<file path="src/rtl/paicore_recv_2c.sv">
`timescale 1ns/1ps
// paicore_recv_2c
//   Receive side of the two-channel PAICORE link. Each channel (C0, C1) takes
//   32-bit words from the chip over a 4-phase request/acknowledge handshake,
//   packs two words into a 64-bit frame (first word in [63:32]) and parks the
//   frame in a one-entry buffer. A round-robin arbiter moves buffered frames
//   into a single AXI-Stream output register toward the DMA.
//
// Ports
//   s_axis_aclk, s_axis_aresetn     clock, asynchronous active-low reset
//   recv_len                        frames per transfer (0: tlast never set)
//   data_cnt, tlast_cnt             frames in current transfer, transfers done
//   request_Cx, din_Cx              chip word valid (async) and word data
//   acknowledge_Cx                  4-phase acknowledge back to the chip
//   m_axis_tvalid/tdata/tlast/tready  AXI-Stream master
//   o_rx_done                       one-cycle pulse after the tlast handshake
//   dbg_state                       channel FSM states {C1, C0}, 1 = ACK
//
// Handshakes: on the AXIS side a frame transfers on a cycle where tvalid and
// tready are both 1; once tvalid is 1, tdata and tlast stay constant until
// that transfer. On the chip side the acknowledge rises only after a word is
// captured and falls only after the synchronised request has fallen.
module paicore_recv_2c #(
    parameter int SYNC_STAGES = 2
) (
    input  logic        s_axis_aclk,
    input  logic        s_axis_aresetn,
    input  logic [31:0] recv_len,
    output logic [31:0] data_cnt,
    output logic [31:0] tlast_cnt,
    input  logic        request_C0,
    input  logic [31:0] din_C0,
    output logic        acknowledge_C0,
    input  logic        request_C1,
    input  logic [31:0] din_C1,
    output logic        acknowledge_C1,
    output logic        m_axis_tvalid,
    output logic [63:0] m_axis_tdata,
    output logic        m_axis_tlast,
    input  logic        m_axis_tready,
    output logic        o_rx_done,
    output logic [1:0]  dbg_state
);

    typedef enum logic {
        CH_IDLE = 1'b0,
        CH_ACK  = 1'b1
    } ch_state_t;

    ch_state_t              state_q [2];
    ch_state_t              state_d [2];
    logic [SYNC_STAGES-1:0] sync_q  [2];
    logic [63:0]            hold_q  [2];
    logic [63:0]            buf_q   [2];
    logic [31:0]            din_w   [2];
    logic [1:0]             req_raw;
    logic [1:0]             req_s;
    logic [1:0]             capture;
    logic [1:0]             phase_q;   // 0: next capture is the first word
    logic [1:0]             pend_q;    // second word captured last cycle
    logic [1:0]             buf_v_q;
    logic [1:0]             grant_clr;

    logic        prio_q;               // channel favoured when both are valid
    logic        hs;
    logic        out_free;
    logic        load;
    logic        load_sel;
    logic        load_last;
    logic [31:0] load_idx;

    assign req_raw   = {request_C1, request_C0};
    assign din_w[0]  = din_C0;
    assign din_w[1]  = din_C1;
    assign req_s[0]  = sync_q[0][SYNC_STAGES-1];
    assign req_s[1]  = sync_q[1][SYNC_STAGES-1];

    assign acknowledge_C0 = (state_q[0] == CH_ACK);
    assign acknowledge_C1 = (state_q[1] == CH_ACK);
    assign dbg_state      = {state_q[1], state_q[0]};

    // Channel FSMs: a word is taken only from IDLE, so a request held high
    // past the acknowledge can never be captured twice.
    always_comb begin
        capture = 2'b00;
        for (int c = 0; c < 2; c++) begin
            state_d[c] = state_q[c];
            case (state_q[c])
                CH_IDLE: begin
                    if (req_s[c] && !buf_v_q[c]) begin
                        capture[c] = 1'b1;
                        state_d[c] = CH_ACK;
                    end
                end
                CH_ACK: begin
                    if (!req_s[c]) begin
                        state_d[c] = CH_IDLE;
                    end
                end
                default: state_d[c] = CH_IDLE;
            endcase
        end
    end

    // Arbiter. The index of the frame being loaded accounts for the frame
    // leaving the output register in this same cycle.
    always_comb begin
        hs        = m_axis_tvalid & m_axis_tready;
        out_free  = !m_axis_tvalid || m_axis_tready;
        load      = out_free && (buf_v_q != 2'b00);
        load_sel  = (buf_v_q == 2'b11) ? prio_q : buf_v_q[1];
        grant_clr = load ? (2'b01 << load_sel) : 2'b00;
        if (hs) begin
            load_idx = m_axis_tlast ? 32'd0 : data_cnt + 32'd1;
        end else begin
            load_idx = data_cnt;
        end
        load_last = (recv_len != 32'd0) && (load_idx == recv_len - 32'd1);
    end

    always_ff @(posedge s_axis_aclk or negedge s_axis_aresetn) begin
        if (!s_axis_aresetn) begin
            for (int c = 0; c < 2; c++) begin
                state_q[c] <= CH_IDLE;
                sync_q[c]  <= '0;
                hold_q[c]  <= '0;
                buf_q[c]   <= '0;
            end
            phase_q <= 2'b00;
            pend_q  <= 2'b00;
            buf_v_q <= 2'b00;
        end else begin
            for (int c = 0; c < 2; c++) begin
                sync_q[c]  <= {sync_q[c][SYNC_STAGES-2:0], req_raw[c]};
                state_q[c] <= state_d[c];
                if (capture[c]) begin
                    if (!phase_q[c]) begin
                        hold_q[c][63:32] <= din_w[c];
                    end else begin
                        hold_q[c][31:0] <= din_w[c];
                    end
                    phase_q[c] <= ~phase_q[c];
                end
                pend_q[c] <= capture[c] & phase_q[c];
                if (pend_q[c]) begin
                    buf_q[c] <= hold_q[c];
                end
                // A set needs an empty buffer, so set and clear never collide.
                if (grant_clr[c]) begin
                    buf_v_q[c] <= 1'b0;
                end else if (pend_q[c]) begin
                    buf_v_q[c] <= 1'b1;
                end
            end
        end
    end

    always_ff @(posedge s_axis_aclk or negedge s_axis_aresetn) begin
        if (!s_axis_aresetn) begin
            m_axis_tvalid <= 1'b0;
            m_axis_tdata  <= '0;
            m_axis_tlast  <= 1'b0;
            prio_q        <= 1'b0;
            data_cnt      <= '0;
            tlast_cnt     <= '0;
            o_rx_done     <= 1'b0;
        end else begin
            o_rx_done <= hs & m_axis_tlast;
            if (hs) begin
                if (m_axis_tlast) begin
                    data_cnt  <= '0;
                    tlast_cnt <= tlast_cnt + 32'd1;
                end else begin
                    data_cnt  <= data_cnt + 32'd1;
                end
            end
            if (load) begin
                m_axis_tvalid <= 1'b1;
                m_axis_tdata  <= buf_q[load_sel];
                m_axis_tlast  <= load_last;
                prio_q        <= ~load_sel;
            end else if (hs) begin
                m_axis_tvalid <= 1'b0;
            end
        end
    end

endmodule

</file>
<file path="config.mk">
export PLATFORM = sky130hd
export DESIGN_NAME = paicore_recv_2c
export DESIGN_NICKNAME = d
export VERILOG_FILES = /design/src/rtl/paicore_recv_2c.sv
export SDC_FILE = /design/constraint.sdc
export NUM_CORES = 1
export LEC_CHECK = 0
export ABC_AREA = 1
export CELL_PAD_IN_SITES_DETAIL_PLACEMENT = 1
export CELL_PAD_IN_SITES_GLOBAL_PLACEMENT = 2
export CORE_MARGIN = 3
export CORE_UTILIZATION = 33
export DETAILED_ROUTE_END_ITERATION = 8
export PLACE_DENSITY = 0.81
export SLEW_MARGIN = 20
export SYNTH_ARGS = -nofsm -noshare
export SYNTH_HDL_FRONTEND = slang
export SYNTH_SLANG_ARGS = --single-unit
</file>
<file path="constraint.sdc">
create_clock -name s_axis_aclk -period 2.15 [get_ports s_axis_aclk]
set_clock_uncertainty 0.15 [all_clocks]
set_input_delay 0.43 -clock s_axis_aclk [delete_from_list [all_inputs] [get_ports s_axis_aclk]]
set_output_delay 0.43 -clock s_axis_aclk [all_outputs]
set_load 0.01 [all_outputs]
</file>
**Word-level counts from Yosys, hierarchy flattened**

Cells that the tools add are included.

- Register bits after elaboration: 400
- Input port bits: 101
- Output and inout port bits: 135
- Word-level logic and storage cells: 78

- Add/subtract/negate cells: 3
- $lt $le $gt $ge: 1
- Equality and inequality tests: 2
- Shift-type cells: 1
- Muxes and demuxes: 21
- Bitwise operators: 10
- Reductions and logical operators: 18

Operators by type and width:

| kind | count |
|---|---|
| $mux W64 | 3 |
| $add A32 B1 Y32 const B | 2 |
| $mux W32 | 2 |
| $eq A32 B32 Y1 | 1 |
| $reduce_bool A32 Y1 | 1 |
| $sub A32 B1 Y32 const B | 1 |
| $mux W1 | 13 |
| $reduce_and A2 Y1 | 5 |
| $reduce_bool A2 Y1 | 4 |
| $not A1 Y1 | 5 |
| $and A1 B1 Y1 | 4 |
| $logic_and A1 B1 Y1 | 4 |
| $pmux W1 S2 | 2 |
| $logic_not A1 Y1 | 3 |
| $eq A2 B2 Y1 const B | 1 |
| $ge A2 B2 Y1 const B | 1 |
| $mux W2 | 1 |
| $not A1 Y2 | 1 |
| $shl A1 B1 Y2 const A | 1 |
| $logic_or A1 B1 Y1 | 1 |

**Longest topological paths before layout**

Gate-level depths: netlist of the first run.

- Depth after elaboration: 6
- Depth in mapped cells: 17
- Depth with buffers taken out: 17

**Least setup slack after synthesis of the first run**

OpenSTA, ideal clock, no wires.

- Path type: input-to-reg
- From: input port recv_len[0]
- To: register m_axis_tlast
- Arrival time: 1842 ps
- Setup slack: 92 ps
- Stages: 13
- Buffers on the path: 0
- Cells stage by stage: inv_1 -> ha_1 -> nand2_2 -> nor2_4 -> nand2_2 -> xor2_1 -> xnor2_1 -> nand2_1 -> nor2_1 -> nand2_1 -> nor2_1 -> nand3_1 -> nand2_1

- Longest elaborated chain between the ends: 3
- Elaborated cells on any way between the ends: 4
- Classes of those cells: 1 x add/sub; 1 x eq/ne; 2 x reduce/logical

Ends and longest elaborated chain:

| item | line | source |
|---|---|---|
| start, declared | 28 | `input logic [31:0] recv_len,` |
| $sub A32 B1 Y32 | 118 | `load_last = (recv_len != 32'd0) && (load_idx == recv_len - 32'd1);` |
| $eq A32 B32 Y1 | 118 |  |
| $logic_and A1 B1 Y1 * | 118 |  |
| end signal, assigned | 180 | `m_axis_tlast <= load_last;` |
| end, declared | 39 | `output logic m_axis_tlast,` |

Every way passes the cells marked *; elsewhere a longest branch is shown, timed or not.
A chain may end at the register's enable or synchronous reset.

**Worst setup path after layout of the first run**

- From: register data_cnt[0]
- To: register m_axis_tlast

- Longest elaborated chain between the ends: 5

Ends and longest elaborated chain:

| item | line | source |
|---|---|---|
| start, declared | 29 | `output logic [31:0] data_cnt,` |
| start signal, assigned | 174 | `data_cnt <= data_cnt + 32'd1;` |
| $add A32 B1 Y32 | 114 | `load_idx = m_axis_tlast ? 32'd0 : data_cnt + 32'd1;` |
| $mux W32 | 114 |  |
| $mux W32 * | -- |  |
| $eq A32 B32 Y1 * | 118 |  |
| $logic_and A1 B1 Y1 * | 118 |  |

Marks and branches as above.

==> results of run 1 <==
-- worst max path at each step --
stage,start,to
after global placement,recv_len[0],m_axis_tlast
after CTS,data_cnt[1],m_axis_tlast
after detailed placement,recv_len[0],m_axis_tlast
after floorplan,recv_len[0],m_axis_tlast
final,data_cnt[0],m_axis_tlast
after global routing,data_cnt[0],m_axis_tlast
-- routing by layer --
metal,vias to the layer above,GRT usage,share of wire
met5,-,0,0
met4,0,0.0588,0.024
met3,85,0.0282,0.033
met2,275,0.363,0.48
met1,7920,0.285,0.46
li1,7629,-,-
-- through the flow --
stage          hold slack [ps]  TNS, ps  cells
3_5_place_dp               188   -43430   3195
4_1_cts                    185     -123   3313
3_3_place_gp               187   -41590   3195
2_1_floorplan            -15.6        0   2131
6_report                   196     -109   3324
5_1_grt                    204     -376   3324
-- kinds of logic (layout without fill, tap and decap cells) --
kind of cell / Yosys count / count (layout) / share of synthesized area
and+or+nand+nor: 909 / 909 / 0.216
buffers and inverters: 413 / 910 / 0.0875
DFF: 400 / 400 / 0.556
AOI/OAI and AO/OA: 353 / 353 / 0.113
xor gates and xnor gates: 52 / 52 / 0.0253
adders and majority gates: 4 / 4 / 0.00278
-- area by class of cell --
| type | count | area share |
|---|---|---|
| inverters | 331 | 0.0499 |
| clock inverters | 13 | 0.00679 |
| flip-flops and latches | 400 | 0.401 |
| multi-input cells | 1318 | 0.268 |
| well taps | 696 | 0.0348 |
| repair buffers | 495 | 0.183 |
| clock buffers | 71 | 0.0569 |
-- layout by cell type, fill, tap and decap left out, types with 4 or more instances in the layout --
cell type,n
nand3_1,67
nand2_4,4
xnor2_1,18
dlygate4sd2_1,59
buf_12,22
clkdlybuf4s50_1,156
xor2_1,34
clkbuf_16,47
clkinv_2,4
nor2_1,120
nand3_4,5
inv_2,11
o221ai_1,64
inv_1,317
nand3_2,12
a21oi_1,9
nand4_1,19
nor2_2,29
dlymetal6s2s_1,17
buf_4,229
nor2_4,17
nor3_4,4
o21ai_0,269
nand2_1,595
buf_6,9
nor3_1,6
nand2_2,14
clkbuf_1,8
clkbuf_8,16
dfrtp_1,374
dfrtp_2,24
-- where the power goes --
group | internal [mW] | leakage, nW | switching [mW]
combinational | 4.93 | 6.77 | 6.42
sequential | 10.7 | 4.94 | 1.71
clock | 4.94 | 0.781 | 3.25
-- registers in the layout, indices dropped and copies added (netlist names), 2 cells and up --
register / cells
buf_v_q: 2
tlast_cnt: 32
hold_q: 128
buf_q: 128
m_axis_tdata: 64
req_s: 2
data_cnt: 32
pend_q: 2
phase_q: 2
sync_q: 2
-- synthesized netlist by cell type (all sizes together) --
library cell  number  share of area
a21oi             11         0.0033
a2bb2oi            1        0.00049
a31oi              1        0.00035
and2               2        0.00069
buf               14         0.0044
clkbuf            68          0.014
clkinv             1        0.00021
dfrtp            400           0.56
ha                 4         0.0028
inv              330          0.069
nand2            614           0.13
nand3             84          0.025
nand3b             3         0.0013
nand4             21         0.0085
nor2             167          0.042
nor3              10         0.0046
nor3b              1        0.00042
nor4               5         0.0024
o21ai            271          0.075
o21bai             5         0.0025
o221ai            64          0.031
or2                2        0.00069
xnor2             18         0.0088
xor2              34          0.017
-- worst max-delay path, cell delays in order (launching register included) --
cell and delay [ps]:
dfrtp_1 410, buf_6 120, buf_6 100, nand3_4 80
nor2_4 180, nand3_4 180, buf_4 200, o21bai_4 110
nand3_2 130, xnor2_1 190, nand2_1 80, nor2_2 120
nand3_1 80, nand2_1 50
-- timing repair --
item	4_1_cts	5_1_grt
hold buffers	1	0
hold endpoints to repair	376	0
gates cloned	0	0
gates resized for setup	113	67
pin swaps	17	23
setup buffers	33	13
endpoints found under the setup margin	90	49
==> results_dict.tcl, run 1 <==
set metrics [dict create \
    status "complete, but fails checks" \
    failed_checks "setup timing" \
    crit_fanout 6 \
    cts_buffer_depth 3 \
    yosysSeqAreaShare 0.556 \
    required_ps 2500 \
    die_area_um2 57400 \
    root_buffer "clkbuf_16" \
    power_density_nw_per_um2 1270 \
    diodes 0 \
    rrSetupSlack_ps -110 \
    crit_type "flip-flop to flip-flop" \
    clk_latency_ps 580 \
    tightest_slew_ps 612 \
    r2r-end "m_axis_tlast" \
    dieWidth_um 240 \
    io_pins 236 \
    place_area_um2 22800 \
    fin_util 0.465 \
    grt_max_degree 66 \
    first_iter_violations 761 \
    numCtsBuffers 46 \
    cts_tree "built" \
    drc 0 \
    vdd_ir_drop_max_uv 706 \
    multi_input_area_um2 6700 \
    finalMaxSlewViolations 0 \
    design_area_um2 25000 \
    antenna_found_initial 0 \
    maxSlewHeadroom 0.592 \
    cp-start-kind "flip-flop" \
    grt_pass1_vias 17285 \
    fin_nets 2697 \
    yosys_warnings 0 \
    crit_path_end_kind "flip-flop" \
    dp_hpwl_um 43700 \
    p_total_mw 31.9 \
    hold_viol 0 \
    clock_sinks 400 \
    die_height_um 240 \
    routed_via_density 4.79 \
    vias 15909 \
    start_util 0.334 \
    cp.arrival_ps 2610 \
    grt_pass1_wl_um 96300 \
    min_path_type "input port to asynchronous set/reset pin" \
    grt.total_usage 0.213 \
    synth_area_um2 18000 \
    avgSynthCellArea_um2 8.45 \
    setup_violations 1 \
    fill_cells 6315 \
    drtPass1Iterations 4 \
    seq_area_um2 10000 \
    core_area_um2 53900 \
    reg2regPathDepth 13 \
    min_period_ps 2260 \
    areaGrowthSynthToFinish_pct 39.0 \
    clk_pin_slew_ps 60 \
    gp_congestion 0.960 \
    synth-seq-cells 400 \
    drt_wl_total_um 60800 \
    htreeDepth 2 \
    drive_gt1_frac 0.181 \
    fmax_ghz 0.443 \
    synth_cells 2131 \
    crit-reg2reg-launch "data_cnt[0]" \
    p_leak_nw 12.5 \
    rsz0062_at_grt "true" \
    rows 85 \
    overflow 0 \
    ys_types 42 \
    drv_cap 0 \
    synth_fp_nets 2236 \
    dp_slack_ps -723 \
    ant_nets 0 \
    routedWlPerCell_um 18.3 \
    final.setup.worst_slack_ps -109 \
    fin_crit_sh 1.05 \
    port-buffer-count 235 \
]
(Power assumes the default switching activity.)
==> inputs of run 2 (changes only) <==
- CTS_CLUSTER_DIAMETER: default -> 80
==> results_dict.tcl, run 2 (synthesis results as in run 1) <==
set metrics [dict create \
    crit_type "flip-flop to flip-flop" \
    rrSetupSlack_ps -160 \
    antenna_found_initial 1 \
    diodes 0 \
    drc 0 \
    vdd_ir_drop_max_uv 757 \
    first_iter_violations 684 \
    clk_latency_ps 580 \
    crit_chain "buf_6 -> buf_6 -> nand3_4 -> nor2_4 -> nand3_4 -> o21bai_1 -> nand3_1 -> xnor2_1 -> nand2_1 -> nor2_1 -> nand3_1 -> nand2_1" \
    required_ps 2510 \
    grt.total_usage 0.213 \
    cp-start-kind "flip-flop" \
    numCtsBuffers 47 \
    rows 85 \
    maxSlewHeadroom 0.599 \
    wl_met1_um 27700 \
    dp_hpwl_um 43700 \
    p_leak_nw 12.5 \
    power_density_nw_per_um2 1280 \
    overflow 0 \
    htreeDepth 2 \
    grt_pass1_wl_um 96300 \
    cp.arrival_ps 2670 \
    io_pins 236 \
    crit_path_end_kind "flip-flop" \
    highest_layer "met5" \
    final_common_cell "nand2_1" \
    ant_nets 0 \
    min_period_ps 2310 \
    status "complete, but fails checks" \
    die_height_um 240 \
    grt_max_degree 66 \
    setup_violations 1 \
    grt_pass1_vias 17320 \
    slowest_delay_ps 420 \
    hold_viol 0 \
    port-buffer-count 235 \
    rsz0062_at_grt "true" \
    start_util 0.334 \
    fmax_ghz 0.434 \
    routed_via_density 4.79 \
    wl_met2_um 29200 \
    final.setup.worst_slack_ps -156 \
    core_area_um2 53900 \
    reg_top3 "buf_q x128, hold_q x128, m_axis_tdata x64" \
    tightest_slew_ps 601 \
    fin_nets 2683 \
    finalMaxSlewViolations 0 \
    die_area_um2 57400 \
    cts_buffer_depth 3 \
    drive_gt1_frac 0.169 \
    cts_tree "built" \
    root_buffer "clkbuf_16" \
    gp_congestion 0.960 \
    drv_cap 0 \
    dieWidth_um 240 \
    vias 15845 \
    met3WireLength_um 2370 \
    min_path_type "input port to asynchronous set/reset pin" \
    areaGrowthSynthToFinish_pct 38.0 \
    holdWs_ps 185 \
    crit_slowest_cell "dfrtp_1" \
    clock_sinks 400 \
    routedWlPerCell_um 18.4 \
    clk_pin_slew_ps 60 \
    fin_crit_sh 1.07 \
    drt_wl_total_um 60700 \
    p_total_mw 31.8 \
    failed_checks "setup timing" \
    crit_fanout 7 \
    final_cell_mix "nand2_1 (600), dfrtp_1 (374), inv_1 (318)" \
    drtPass1Iterations 4 \
]
==> run 2: worst paths after layout <==
check / from / to / cells after the start
worst max-delay path: data_cnt[0] / m_axis_tlast / 12
worst min-delay path: s_axis_aresetn / m_axis_tdata[7] / 2
worst max register to register: data_cnt[0] / m_axis_tlast / 12
worst min register to register: sync_q[0] / req_s[1] / 0
max in group asynchronous: s_axis_aresetn / data_cnt[11] / 3
min in group s_axis_aclk: sync_q[0] / req_s[1] / 0
==> run 2: per-stage QoR <==
step / TNS (ps) / std cells / cell area [um^2] / util / setup WS (ps)
finish: -156 / 3309 / 24900 / 0.461 / -156
global route: -544 / 3309 / 24900 / 0.461 / -298
CTS: -94.2 / 3304 / 24600 / 0.456 / -94.2
detailed placement: -43430 / 3195 / 22800 / 0.423 / -723
global placement: -41590 / 3195 / 22800 / 0.423 / -701
floorplan: 0 / 2131 / 18000 / - / 92.4
==> run 2: final cells by class <==
| cell class | count | area, um^2 |
|---|---|---|
| Clock buffer | 67 | 1360 |
| Clock inverter | 17 | 285 |
| Fill cell | 6292 | 29100 |
| Inverter | 331 | 1260 |
| Multi-Input combinational cell | 1318 | 6600 |
| Sequential cell | 400 | 10000 |
| Tap cell | 696 | 871 |
| Timing Repair Buffer | 480 | 4440 |
==> run 2: routing by layer <==
metal	up-vias	global-route usage
li1	7595	-
met1	7891	0.284
met2	276	0.362
met3	81	0.0317
met4	2	0.0583
met5	-	0
==> run 2: worst max-delay path, delay by kind of cell, from the launching register on <==
kind | cells | cell delay [ps]
and+or+nand+nor | 8 | 1000
DFF | 1 | 420
buffers and inverters | 2 | 230
xor gates and xnor gates | 1 | 220
AOI/OAI and AO/OA | 1 | 210
==> run 2: power by group <==
group	total, mW	switching (mW)	internal (mW)
combinational	11.0	6.30	4.72
clock	8.44	3.29	5.15
sequential	12.4	1.71	10.7
==> run 2: repair_timing <==
action / in CTS / in global routing
pin swaps: 3 / 21
resized for setup: 103 / 63
setup endpoints to repair: 99 / 83
setup buffers: 24 / 5
hold buffers: 1 / 0
endpoints found under the hold margin: 391 / 0
